--- src/rtl/vga_buf_pkg.sv ---
// Shared constants and FSM encoding for the VGA frame buffer, its RAM and
// the masking pipeline that feeds it.
package vga_buf_pkg;

  localparam int IMG_W  = 320;
  localparam int IMG_H  = 240;
  localparam int DATA_W = 12;
  localparam int ROW_W  = 8;
  localparam int COL_W  = 9;

  localparam logic [DATA_W-1:0] BLANK = 12'h000;

  typedef enum logic [1:0] {
    ST_IDLE = 2'd0,
    ST_FILL = 2'd1,
    ST_DONE = 2'd2
  } state_t;

endpackage

--- src/rtl/vga_buffer_ctrl_if.sv ---
// Pipeline, RAM and display signals of the frame buffer controller.
// Handshake: a pixel transfers on a rising edge where in_valid & in_ready are both 1.
interface vga_buffer_ctrl_if;
  import vga_buf_pkg::*;

  logic              start;
  logic              in_valid;
  logic [DATA_W-1:0] in_data;
  logic              in_ready;
  logic              ram_we;
  logic [ROW_W-1:0]  ram_wr_row;
  logic [COL_W-1:0]  ram_wr_col;
  logic [DATA_W-1:0] ram_wr_data;
  logic [ROW_W-1:0]  ram_rd_row;
  logic [COL_W-1:0]  ram_rd_col;
  logic [DATA_W-1:0] ram_rd_data;
  logic              disp_req;
  logic [ROW_W-1:0]  disp_row;
  logic [COL_W-1:0]  disp_col;
  logic              disp_valid;
  logic [DATA_W-1:0] disp_pixel;
  logic              busy;
  logic              frame_done;
  logic              frame_valid;

  modport slave (
    input  start, in_valid, in_data, ram_rd_data, disp_req, disp_row, disp_col,
    output in_ready, ram_we, ram_wr_row, ram_wr_col, ram_wr_data,
           ram_rd_row, ram_rd_col, disp_valid, disp_pixel,
           busy, frame_done, frame_valid
  );

  modport master (
    output start, in_valid, in_data, ram_rd_data, disp_req, disp_row, disp_col,
    input  in_ready, ram_we, ram_wr_row, ram_wr_col, ram_wr_data,
           ram_rd_row, ram_rd_col, disp_valid, disp_pixel,
           busy, frame_done, frame_valid
  );

endinterface

--- src/rtl/vga_buffer_ctrl_raster_addr_gen.sv ---
// Raster-order row/col counter with clear, enable and wrap; o_last flags
// the final pixel of the frame so the owner can close out the frame.
module raster_addr_gen
  import vga_buf_pkg::*;
#(
  parameter int W = IMG_W,
  parameter int H = IMG_H
) (
  input  logic             clk,
  input  logic             rst,
  input  logic             i_clr,
  input  logic             i_en,
  output logic [ROW_W-1:0] o_row,
  output logic [COL_W-1:0] o_col,
  output logic             o_last
);

  localparam logic [ROW_W-1:0] LP_ROW_MAX = ROW_W'(H - 1);
  localparam logic [COL_W-1:0] LP_COL_MAX = COL_W'(W - 1);

  logic [ROW_W-1:0] r_row;
  logic [COL_W-1:0] r_col;

  always_ff @(posedge clk or posedge rst) begin
    if (rst) begin
      r_row <= '0;
      r_col <= '0;
    end else if (i_clr) begin
      r_row <= '0;
      r_col <= '0;
    end else if (i_en) begin
      if (r_col == LP_COL_MAX) begin
        r_col <= '0;
        r_row <= (r_row == LP_ROW_MAX) ? '0 : r_row + 1'b1;
      end else begin
        r_col <= r_col + 1'b1;
      end
    end
  end

  assign o_row  = r_row;
  assign o_col  = r_col;
  assign o_last = (r_row == LP_ROW_MAX) && (r_col == LP_COL_MAX);

endmodule

--- src/rtl/vga_buffer_ctrl.sv ---
// Frame buffer port controller: sequences raster writes from the masking
// pipeline and serves fixed two-cycle display fetches, blanking invalid reads.
module vga_buffer_ctrl
  import vga_buf_pkg::*;
#(
  parameter int FRAME_W = IMG_W,
  parameter int FRAME_H = IMG_H
) (
  input  logic               clk,
  input  logic               rst,
  vga_buffer_ctrl_if.slave   bus,
  output state_t             o_state
);

  localparam logic [ROW_W-1:0] LP_ROWS = ROW_W'(FRAME_H);
  localparam logic [COL_W-1:0] LP_COLS = COL_W'(FRAME_W);

  state_t r_state, w_next;

  logic             w_fill, w_accept, w_clr, w_last;
  logic [ROW_W-1:0] w_row;
  logic [COL_W-1:0] w_col;

  logic              r_we, r_frame_done, r_frame_valid;
  logic [ROW_W-1:0]  r_wr_row;
  logic [COL_W-1:0]  r_wr_col;
  logic [DATA_W-1:0] r_wr_data;

  logic [ROW_W-1:0]  r_rd_row;
  logic [COL_W-1:0]  r_rd_col;
  logic              r_req1, r_blank1, r_req2, r_blank2;
  logic [DATA_W-1:0] r_pix_hold;
  logic [DATA_W-1:0] w_disp_pixel;

  assign w_fill   = (r_state == ST_FILL);
  assign w_accept = bus.in_valid & w_fill;
  // A start only counts when it actually moves the FSM into FILL.
  assign w_clr    = bus.start & ~w_fill;

  always_ff @(posedge clk or posedge rst) begin
    if (rst) r_state <= ST_IDLE;
    else     r_state <= w_next;
  end

  always_comb begin
    w_next = r_state;
    case (r_state)
      ST_IDLE: if (bus.start)         w_next = ST_FILL;
      ST_FILL: if (w_accept & w_last) w_next = ST_DONE;
      ST_DONE: if (bus.start)         w_next = ST_FILL;
      default:                        w_next = ST_IDLE;
    endcase
  end

  raster_addr_gen #(.W(FRAME_W), .H(FRAME_H)) u_wr_addr (
    .clk    (clk),
    .rst    (rst),
    .i_clr  (w_clr),
    .i_en   (w_accept),
    .o_row  (w_row),
    .o_col  (w_col),
    .o_last (w_last)
  );

  always_ff @(posedge clk or posedge rst) begin
    if (rst) begin
      r_we          <= 1'b0;
      r_wr_row      <= '0;
      r_wr_col      <= '0;
      r_wr_data     <= '0;
      r_frame_done  <= 1'b0;
      r_frame_valid <= 1'b0;
    end else begin
      r_we         <= w_accept;
      r_frame_done <= w_accept & w_last;
      if (w_accept) begin
        r_wr_row  <= w_row;
        r_wr_col  <= w_col;
        r_wr_data <= bus.in_data;
      end
      // A restart wins over a completion landing in the same cycle.
      if (w_clr)             r_frame_valid <= 1'b0;
      else if (r_frame_done) r_frame_valid <= 1'b1;
    end
  end

  always_ff @(posedge clk or posedge rst) begin
    if (rst) begin
      r_rd_row   <= '0;
      r_rd_col   <= '0;
      r_req1     <= 1'b0;
      r_blank1   <= 1'b0;
      r_req2     <= 1'b0;
      r_blank2   <= 1'b0;
      r_pix_hold <= '0;
    end else begin
      r_req1 <= bus.disp_req;
      if (bus.disp_req) begin
        r_rd_row <= bus.disp_row;
        r_rd_col <= bus.disp_col;
        r_blank1 <= ~r_frame_valid | (bus.disp_row >= LP_ROWS) | (bus.disp_col >= LP_COLS);
      end
      r_req2   <= r_req1;
      r_blank2 <= r_blank1;
      if (r_req2) r_pix_hold <= w_disp_pixel;
    end
  end

  // RAM data arrives registered in the third cycle; pass it straight through then.
  assign w_disp_pixel = r_req2 ? (r_blank2 ? BLANK : bus.ram_rd_data) : r_pix_hold;

  assign bus.in_ready    = w_fill;
  assign bus.busy        = w_fill;
  assign bus.ram_we      = r_we;
  assign bus.ram_wr_row  = r_wr_row;
  assign bus.ram_wr_col  = r_wr_col;
  assign bus.ram_wr_data = r_wr_data;
  assign bus.ram_rd_row  = r_rd_row;
  assign bus.ram_rd_col  = r_rd_col;
  assign bus.disp_valid  = r_req2;
  assign bus.disp_pixel  = w_disp_pixel;
  assign bus.frame_done  = r_frame_done;
  assign bus.frame_valid = r_frame_valid;
  assign o_state         = r_state;

endmodule

--- src/flat_wrapper.sv ---
// flat-port wrapper written by rule: the top's interface ports become plain ports
module vga_buffer_ctrl_flat import vga_buf_pkg::*;
#(
  parameter int FRAME_W = IMG_W,
  parameter int FRAME_H = IMG_H
)
  (clk, rst, o_state, bus_start, bus_in_valid, bus_in_data, bus_ram_rd_data, bus_disp_req, bus_disp_row, bus_disp_col, bus_in_ready, bus_ram_we, bus_ram_wr_row, bus_ram_wr_col, bus_ram_wr_data, bus_ram_rd_row, bus_ram_rd_col, bus_disp_valid, bus_disp_pixel, bus_busy, bus_frame_done, bus_frame_valid);
  vga_buffer_ctrl_if bus_i ();
  input  logic clk;
  input  logic rst;
  output state_t o_state;
  input wire logic [$bits(bus_i.start)-1:0] bus_start;
  input wire logic [$bits(bus_i.in_valid)-1:0] bus_in_valid;
  input wire logic [$bits(bus_i.in_data)-1:0] bus_in_data;
  input wire logic [$bits(bus_i.ram_rd_data)-1:0] bus_ram_rd_data;
  input wire logic [$bits(bus_i.disp_req)-1:0] bus_disp_req;
  input wire logic [$bits(bus_i.disp_row)-1:0] bus_disp_row;
  input wire logic [$bits(bus_i.disp_col)-1:0] bus_disp_col;
  output wire logic [$bits(bus_i.in_ready)-1:0] bus_in_ready;
  output wire logic [$bits(bus_i.ram_we)-1:0] bus_ram_we;
  output wire logic [$bits(bus_i.ram_wr_row)-1:0] bus_ram_wr_row;
  output wire logic [$bits(bus_i.ram_wr_col)-1:0] bus_ram_wr_col;
  output wire logic [$bits(bus_i.ram_wr_data)-1:0] bus_ram_wr_data;
  output wire logic [$bits(bus_i.ram_rd_row)-1:0] bus_ram_rd_row;
  output wire logic [$bits(bus_i.ram_rd_col)-1:0] bus_ram_rd_col;
  output wire logic [$bits(bus_i.disp_valid)-1:0] bus_disp_valid;
  output wire logic [$bits(bus_i.disp_pixel)-1:0] bus_disp_pixel;
  output wire logic [$bits(bus_i.busy)-1:0] bus_busy;
  output wire logic [$bits(bus_i.frame_done)-1:0] bus_frame_done;
  output wire logic [$bits(bus_i.frame_valid)-1:0] bus_frame_valid;
  assign bus_i.start = bus_start;
  assign bus_i.in_valid = bus_in_valid;
  assign bus_i.in_data = bus_in_data;
  assign bus_i.ram_rd_data = bus_ram_rd_data;
  assign bus_i.disp_req = bus_disp_req;
  assign bus_i.disp_row = bus_disp_row;
  assign bus_i.disp_col = bus_disp_col;
  assign bus_in_ready = bus_i.in_ready;
  assign bus_ram_we = bus_i.ram_we;
  assign bus_ram_wr_row = bus_i.ram_wr_row;
  assign bus_ram_wr_col = bus_i.ram_wr_col;
  assign bus_ram_wr_data = bus_i.ram_wr_data;
  assign bus_ram_rd_row = bus_i.ram_rd_row;
  assign bus_ram_rd_col = bus_i.ram_rd_col;
  assign bus_disp_valid = bus_i.disp_valid;
  assign bus_disp_pixel = bus_i.disp_pixel;
  assign bus_busy = bus_i.busy;
  assign bus_frame_done = bus_i.frame_done;
  assign bus_frame_valid = bus_i.frame_valid;
  vga_buffer_ctrl #(.FRAME_W(FRAME_W), .FRAME_H(FRAME_H)) u_core (.clk(clk), .rst(rst), .bus(bus_i), .o_state(o_state));
endmodule
--- config.mk ---
export PLATFORM = sky130hd
export DESIGN_NAME = vga_buffer_ctrl_flat
export DESIGN_NICKNAME = d
export VERILOG_FILES = /design/src/rtl/vga_buf_pkg.sv /design/src/rtl/vga_buffer_ctrl_if.sv /design/src/rtl/vga_buffer_ctrl_raster_addr_gen.sv /design/src/rtl/vga_buffer_ctrl.sv /design/src/flat_wrapper.sv
export SDC_FILE = /design/constraint.sdc
export NUM_CORES = 1
export LEC_CHECK = 0
export BUFFER_PORTS_ARGS = -buffer_cell sky130_fd_sc_hd__buf_2
export CAP_MARGIN = 10
export CORE_MARGIN = 8
export CORE_UTILIZATION = 50
export CTS_BUF_LIST = sky130_fd_sc_hd__clkbuf_16
export CTS_CLUSTER_DIAMETER = 50
export DETAILED_ROUTE_END_ITERATION = 8
export PLACE_DENSITY = 0.77
export SYNTH_ARGS = -nofsm -noshare
export SYNTH_HDL_FRONTEND = slang
export SYNTH_SLANG_ARGS = --single-unit
--- constraint.sdc ---
create_clock -name clk -period 3.2 [get_ports clk]
set_clock_uncertainty 0.2 [all_clocks]
set_input_delay 0.32 -clock clk [delete_from_list [all_inputs] [get_ports clk]]
set_output_delay 0.32 -clock clk [all_outputs]
set_load 0.01 [all_outputs]
==> results of run 1 <==
worst max-delay path by stage:
stage | startpoint | to | slack, ns | depth (start not counted)
2_1_floorplan | rst | u_core.bus.disp_valid | 0.51 | 1
3_3_place_gp | u_core.o_state[1] | u_core.u_wr_addr.o_col[7] | 1.05 | 7
3_5_place_dp | u_core.u_wr_addr.o_col[0] | u_core.u_wr_addr.o_row[6] | 0.96 | 5
4_1_cts | u_core.r_blank2 | bus_disp_pixel[7] | 0.84 | 4
5_1_grt | u_core.r_blank2 | bus_disp_pixel[7] | 0.75 | 4
6_report | u_core.r_blank2 | bus_disp_pixel[7] | 0.85 | 4
flip-flops by register name, indices dropped and copies added (netlist names):
name and count:
u_core.bus.frame_valid 1, u_core.bus.ram_rd_row 8, u_core.r_pix_hold 12, u_core.bus.disp_valid 1, u_core.r_blank2 1, u_core.bus.ram_wr_col 9
u_core.u_wr_addr.o_col 9, u_core.o_state 2, u_core.bus.ram_we 1, u_core.r_req1 1, u_core.bus.ram_wr_row 8, u_core.r_blank1 1
u_core.bus.frame_done 1, u_core.bus.ram_wr_data 12, u_core.u_wr_addr.o_row 8, u_core.bus.ram_rd_col 9
logic make-up after synthesis:
kind of cell,Yosys count,synth area share (%)
AO/OA/AOI/OAI,54,9.40
adder cells (fa/ha/maj),2,0.718
multiplexers,18,5.78
XOR/XNOR,4,1.01
buffers and inverters,30,3.48
flip-flops,84,60.3
AND/OR/NAND/NOR,151,19.3
per-layer routing:
layer | GRT usage, % | share of wire, % | wire, µm | vias to the layer above
met3 | 4.54 | 6.4 | 542 | 12
met2 | 30.3 | 52 | 4420 | 80
met4 | 7.33 | 1.6 | 133 | 0
met1 | 20.0 | 40 | 3350 | 1392
li1 | - | - | - | 1416
met5 | 0 | 0 | 0 | -
layout make-up:
class	instances	area [µm²]
clock buffers	9	225
flip-flops and latches	84	2100
fillers	560	2220
repair buffers	129	723
clock inverters	6	57.6
multi-input cells	229	1260
inverters	17	67.6
well taps	80	100
through the flow:
step | utilization [%] | instances
after detailed placement | 61.1 | 526
after CTS | 67.2 | 554
final | 67.2 | 554
after floorplan | - | 343
after global placement | 61.1 | 526
after global routing | 67.2 | 554
power breakdown:
part / switching (mW) / total, mW / internal, mW
clock network: 0.385 / 0.979 / 0.594
logic: 0.216 / 0.388 / 0.172
registers: 0.0943 / 1.27 / 1.18
layout by cell type, fill, tap and decap left out, types with 9 or more instances in the layout:
| master | n |
|---|---|
| nand2_1 | 104 |
| nor2_1 | 12 |
| inv_1 | 15 |
| dlygate4sd3_1 | 13 |
| dfrtp_1 | 84 |
| o21ai_0 | 27 |
| mux2_2 | 17 |
| clkbuf_16 | 9 |
| buf_2 | 111 |
worst max-delay path: stages (launching register included):
cell	delay, ns
dfrtp_1	0.39
nor2b_1	0.64
nand2_1	0.18
o21ai_0	0.12
buf_2	0.16
what timing repair did:
action / 4_1_cts / 5_1_grt
setup buffers: 0 / 0
hold buffers: 13 / 0
hold endpoints to repair: 52 / 0
==> impl_metrics.yaml, run 1 <==
layout:
  n_antenna_cell: 0
  area_growth_pct: 30.2
  design_area_mm2: 0.00454
  nets: 518
  drive_gt1_share_pct: 32.5
clock_tree:
  htree_levels: 3
  cts_sinks: 84
  tritoncts: "done"
  cts_resized: 0
  clk_pin_slew_ns: 0.06
  cts_buffers: 9
  clk_latency_ns: 0.33
  cts-root-buf: "clkbuf_16"
  clockBufferDepth: 2
synthesis:
  synth.net_count: 391
  synth_ff_type: "dfrtp_1"
  postSynthAreaPerCell_um2: 10.2
  ys_seq_area_share_pct: 60.3
  synthTopCellsByArea: "dfrtp_1 60%, nand2_1 11%, mux2_2 5.5%"
  synth-seq-cells: 84
  synthTopCellsByCount: "104 x nand2_1, 84 x dfrtp_1, 27 x o21ai_0"
  synth.distinct_cells: 43
  synth.top_cell.area_share_pct: 60.3
  synth_top_area_cell: "dfrtp_1"
  yosysMostFrequentCell: "nand2_1"
  synth_edf_count: 0
  syn_inst: 343
  yosysWarnings: 0
  synthArstFlopShare_pct: 100
  syn_area_mm2: 0.00349
min_path:
  min_from: "bus_ram_rd_data[8]"
  holdPathEnd: "u_core.r_pix_hold[8]"
  min_delay_path_depth: 3
  hold_class: "in2reg"
global_routing:
  grt_pass1_wl_mm: 14.1
  grt_max_degree: 43
  grt_overflow: 0
  grt_pass1_vias: 2900
  grt.total_usage_pct: 17.5
  antenna_found_initial: 0
floorplanning:
  core_area_mm2: 0.00676
  row_count: 30
  initial_core_util_pct: 51.6
  ios: 112
  die_w_um: 99.5
  die-area_mm2: 0.00990
  die_h_um: 99.5
critical_path:
  r2r-end: "u_core.u_wr_addr.o_row[6]"
  critical_path_class: "reg2out"
  startpoint_type: "flip-flop"
  r2r_slack_ns: 0.94
  end_kind: "output port"
  r2r_cells: 5
  worstPathRequired_ns: 2.68
  crit_fanout: 11
  cp.arrival_ns: 1.83
  reg2reg_from: "u_core.u_wr_addr.o_col[0]"
timing:
  tns_ns: 0
  holdWs_ns: 0.0122
  clock.fmax_mhz: 425
  maxSlewHeadroom_pct: 45.6
  fin_crit_ns: 2.35
  rsz0062_at_grt: "no"
  setup-violations-final: 0
  setup_slack_ns: 0.850
  maxSlewViolCount: 0
  tightest_slew_ns: 0.814
  fin_crit_sh_pct: 73.4
  hold_viol_final: 0
power_and_ir_drop:
  powerDensity_mw_per_mm2: 582
  totalPowerFinal_mw: 2.64
  p_leak_nw: 2.37
  peakVddDrop_uv: 305
routing:
  wire_per_inst_um: 15.2
  ant_nets: 0
  drc: 0
  dr.first_iter.drc_count: 136
  routed_wl_mm: 8.45
  via_count: 2900
  dr.pass1.iters: 4
  viasPerCell: 5.23
place:
  gp_congestion: 0.850
  dp_hpwl_mm: 6.01
  placed_area_mm2: 0.00413
  port_buffers: 111
  place_ws_ns: 0.962
outcome:
  status: "completed"
job:
  drv_cap: 0
Note: power is estimated with default switching activity, not from simulation.
==> inputs of run 2 (changes only) <==
ABC_AREA = 1   (was unset)
CORE_UTILIZATION = 46   (was 50)
PLACE_DENSITY = 0.74   (was 0.77)
clock period = 2.1 ns   (was 3.2 ns; I/O delays follow)
==> impl_metrics.yaml, run 2 <==
layout:
  n_fill_cell: 625
  area_growth_pct: 39.3
  layout_commonest_cell: "nand2_1"
  layout.area.seq_mm2: 0.00210
  drive_gt1_share_pct: 25.2
  multi_input_area_mm2: 0.00129
  utilization_pct: 65.7
  nets: 622
  most-common-layout-cells: "153 x nand2_1, 111 x buf_2, 84 x dfrtp_1"
  final_cell_count_no_fill: 681
  n_antenna_cell: 0
floorplanning:
  initial_core_util_pct: 47.2
  ios: 112
  die-area_mm2: 0.0109
  core_area_mm2: 0.00765
  die_h_um: 105
  die_w_um: 105
  row_count: 32
synthesis:
  synth.net_count: 468
  yosysMostFrequentCell: "nand2_1"
  synthTopCellsByArea: "dfrtp_1 58%, nand2_1 16%, o21ai_0 5.5%"
  synth-seq-cells: 84
  syn_inst: 420
  ys_seq_area_share_pct: 58.3
  yosysWarnings: 0
  synth.top_cell.area_share_pct: 58.3
  postSynthAreaPerCell_um2: 8.59
  synthTopCellsByCount: "153 x nand2_1, 84 x dfrtp_1, 40 x o21ai_0"
  syn_area_mm2: 0.00361
  synth_edf_count: 0
  synthArstFlopShare_pct: 100
  synth_ff_type: "dfrtp_1"
  synth.distinct_cells: 29
  synth_top_area_cell: "dfrtp_1"
place:
  dp_hpwl_mm: 6.42
  dp_cells: 621
  gp_congestion: 0.872
  port_buffers: 111
  place_ws_ns: 0.355
critical_path:
  startpoint_type: "input port"
  crit_fanout: 21
  r2r_slack_ns: 0.36
  reg2reg_from: "u_core.o_state[1]"
  end_kind: "flip-flop"
  cp.arrival_ns: 1.82
  r2r_cells: 8
  critical_path_class: "in2reg"
  r2r-end: "u_core.u_wr_addr.o_row[2]"
  worstPathRequired_ns: 2.11
outcome:
  status: "completed"
timing:
  tightest_slew_ns: 0.468
  clock.fmax_mhz: 552
  setup-violations-final: 0
  maxSlewViolCount: 0
  fin_crit_sh_pct: 86.2
  hold_viol_final: 0
  holdWs_ns: 0.150
  tns_ns: 0
  fin_crit_ns: 1.81
  rsz0062_at_grt: "no"
  maxSlewHeadroom_pct: 68.6
  setup_slack_ns: 0.289
routing:
  viasPerCell: 4.77
  dr.first_iter.drc_count: 117
  routed_wl_mm: 9.54
  via_count: 3250
  ant_nets: 0
  wire_per_inst_um: 14.0
  dr.pass1.iters: 4
  drc: 0
job:
  drv_cap: 0
min_path:
  holdPathEnd: "u_core.bus.disp_valid"
  min_from: "u_core.r_req1"
  hold_class: "reg2reg"
  min_delay_path_depth: 0
clock_tree:
  cts_sinks: 84
  cts_resized: 0
  ctsHoldBuffers: 44
  clk_latency_ns: 0.33
  cts_buffers: 9
  cts-root-buf: "clkbuf_16"
  htree_levels: 3
  clockBufferDepth: 2
  clk_pin_slew_ns: 0.06
  postCtsSetupRepairBufs: 0
  tritoncts: "done"
global_routing:
  grt_pass1_vias: 3304
  grt_overflow: 0
  grt_pass1_wl_mm: 16.0
  grt.total_usage_pct: 17.6
  grt_max_degree: 85
  antenna_found_initial: 0
power_and_ir_drop:
  p_leak_nw: 2.64
  powerDensity_mw_per_mm2: 862
  peakVddDrop_uv: 460
-- run 2: worst max-delay path: stages --
cell and delay, ns:
dlygate4sd3_1 0.52, buf_2 0.34, clkinv_1 0.49, nand2_1 0.17, nand2_1 0.08
-- run 2: layout make-up --
type | instances | share of cell area (%)
inverters | 40 | 3.06
well taps | 102 | 2.54
clock buffers | 9 | 4.48
clock inverters | 7 | 1.82
repair buffers | 159 | 20.7
flip-flops and latches | 84 | 41.8
multi-input cells | 280 | 25.6
-- run 2: per-stage QoR --
step           power (mW)  instance area, µm²
3_3_place_gp         2.61                4270
5_1_grt              4.54                5020
3_5_place_dp         2.63                4270
6_report             4.33                5020
4_1_cts              4.37                5020
2_1_floorplan        2.34                3610
-- run 2: where the power goes --
| part | total [mW] | internal (mW) | switching (mW) |
|---|---|---|---|
| registers | 1.93 | 1.80 | 0.134 |
| clock network | 1.66 | 1.04 | 0.623 |
| logic | 0.736 | 0.309 | 0.426 |
-- run 2: layer usage --
layer,global-route usage (%),vias to the layer above,part of all wire (%)
met5,0,-,0
met2,30.1,88,50
li1,-,1628,-
met4,6.01,0,0.62
met3,3.81,6,5.7
met1,21.6,1528,43
-- run 2: cell families (layout without fill, tap and decap cells) --
kind of cell    Yosys count  after routing  synth area share, %
simple gates            223            223                 26.7
flops                    84             84                 58.3
buf+inv                  56            215                 6.10
compound gates           53             53                 7.77
fa+ha+maj                 2              2                0.693
xor+xnor                  2              2                0.486
-- run 2: worst max path at each step --
| stage | start | endpoint | slack, ns | cells past startpoint |
|---|---|---|---|---|
| finish | bus_disp_req | u_core.bus.ram_rd_row[2] | 0.29 | 5 |
| CTS | bus_disp_req | u_core.bus.ram_rd_row[2] | 0.30 | 5 |
| floorplan | u_core.u_wr_addr.o_col[0] | u_core.u_wr_addr.o_row[2] | 0.60 | 8 |
| global placement | u_core.o_state[1] | u_core.u_wr_addr.o_row[2] | 0.43 | 8 |
| detailed placement | u_core.o_state[1] | u_core.u_wr_addr.o_row[2] | 0.35 | 8 |
| global route | bus_disp_req | u_core.bus.ram_rd_col[5] | 0.13 | 5 |
==> inputs of run 3 (changes only) <==
CORE_UTILIZATION = 50   (was 46)
PLACE_DENSITY = 0.76   (was 0.74)
clock period = 1.7 ns   (was 2.1 ns; I/O delays follow)
==> impl_metrics.yaml, run 3 (synthesized netlist as in run 2, its figures left out) <==
layout:
  drive_gt1_share_pct: 27.7
  most-common-layout-cells: "153 x nand2_1, 111 x buf_2, 83 x dfrtp_1"
  final_cell_count_no_fill: 690
  utilization_pct: 72.1
  n_antenna_cell: 0
  nets: 634
  layout.area.seq_mm2: 0.00210
  multi_input_area_mm2: 0.00132
  n_fill_cell: 519
  layout_commonest_cell: "nand2_1"
  area_growth_pct: 42.6
floorplanning:
  die_h_um: 101
  row_count: 31
  ios: 112
  core_area_mm2: 0.00714
  initial_core_util_pct: 50.6
  die-area_mm2: 0.0102
  die_w_um: 101
power_and_ir_drop:
  totalPowerFinal_mw: 5.34
  peakVddDrop_uv: 688
  powerDensity_mw_per_mm2: 1040
  p_leak_nw: 2.68
routing:
  routed_wl_mm: 10.2
  ant_nets: 0
  dr.pass1.iters: 5
  dr.first_iter.drc_count: 151
  wire_per_inst_um: 14.8
  via_count: 3377
  drc: 0
  viasPerCell: 4.89
job:
  drv_cap: 0
min_path:
  holdPathEnd: "u_core.bus.ram_wr_col[8]"
  min_from: "bus_in_valid"
  hold_class: "in2reg"
  min_delay_path_depth: 3
timing:
  maxSlewViolCount: 0
  hold_viol_final: 0
  setup_slack_ns: 0.0353
  fin_crit_sh_pct: 97.9
  rsz0062_at_grt: "yes"
  fin_crit_ns: 1.66
  clock.fmax_mhz: 601
  tns_ns: 0
  maxSlewHeadroom_pct: 67.1
  setup-violations-final: 0
  tightest_slew_ns: 0.491
clock_tree:
  clk_latency_ns: 0.33
  cts_buffers: 9
  htree_levels: 3
  cts_sinks: 84
  tritoncts: "done"
  clockBufferDepth: 2
  clk_pin_slew_ns: 0.06
  cts-root-buf: "clkbuf_16"
outcome:
  status: "completed"
global_routing:
  grt.total_usage_pct: 20.3
  antenna_found_initial: 0
  grt_max_degree: 85
  grt_pass1_vias: 3356
  grt_overflow: 0
  grt_pass1_wl_mm: 16.3
place:
  port_buffers: 111
  dp_hpwl_mm: 6.39
  gp_congestion: 0.859
  place_ws_ns: 0.0585
  dp_cells: 624
critical_path:
  r2r_cells: 8
  startpoint_type: "flip-flop"
  crit_fanout: 6
  cp.arrival_ns: 1.29
  r2r-end: "u_core.o_state[0]"
  reg2reg_from: "u_core.u_wr_addr.o_col[0]"
  critical_path_class: "reg2out"
  worstPathRequired_ns: 1.33
  r2r_slack_ns: 0.08
  end_kind: "output port"
[run 3: cell count changes in the layout (fill, tap and decap cells not counted), sizes merged]
cell,before,now
buf,115,126
bufinv,2,1
clkinv,2,5
inv,40,39
[run 3: layout make-up]
type	instances	area share, %
inverters	40	3.06
clock buffers	9	4.38
multi-input cells	280	25.7
clock inverters	7	1.43
repair inverters	1	0.146
repair buffers	170	22.0
flip-flops and latches	84	40.9
well taps	99	2.41
[run 3: metal layers]
layer	part of all wire, %	vias to the layer above	track usage, %
met5	0	-	0
met4	1.4	0	6.87
met3	6.4	13	5.46
met2	51	117	34.4
met1	41	1592	24.2
li1	-	1655	-
[run 3: per-stage QoR]
step,hold slack [ns],instance area (µm²)
finish,0.0548,5150
global route,0.0804,5150
CTS,0.0479,5060
detailed placement,0.134,4320
global placement,0.130,4320
floorplan,0.00143,3610
[run 3: worst max-delay path by stage]
stage                                          from                         to
after floorplan           u_core.u_wr_addr.o_col[0]  u_core.u_wr_addr.o_row[2]
after global placement    u_core.u_wr_addr.o_col[0]          u_core.o_state[0]
after detailed placement  u_core.u_wr_addr.o_col[0]          u_core.o_state[0]
after CTS                           u_core.r_blank2          bus_disp_pixel[8]
after global routing      u_core.u_wr_addr.o_row[0]  u_core.u_wr_addr.o_row[0]
final                               u_core.r_blank2         bus_disp_pixel[11]
[run 3: repair_timing]
| item | CTS | global route |
|---|---|---|
| buffers inserted | 0 | 5 |
| gates resized for setup | 1 | 8 |
| cloned | 0 | 1 |
| pin swaps | 0 | 4 |
| hold buffers | 44 | 0 |
| setup endpoints to repair | 12 | 25 |
| hold endpoints to repair | 129 | 0 |
[run 3: critical path, stage by stage (launching register included)]
cell and delay [ns]:
dfrtp_2 0.42, clkinvlp_4 0.17, nand3_1 0.13, o21ai_0 0.10
buf_2 0.15
[run 3: power breakdown]
part | internal, mW | switching, mW
Combinational | 0.448 | 0.562
Clock | 1.15 | 0.788
Sequential | 2.22 | 0.175
Total | 3.82 | 1.52
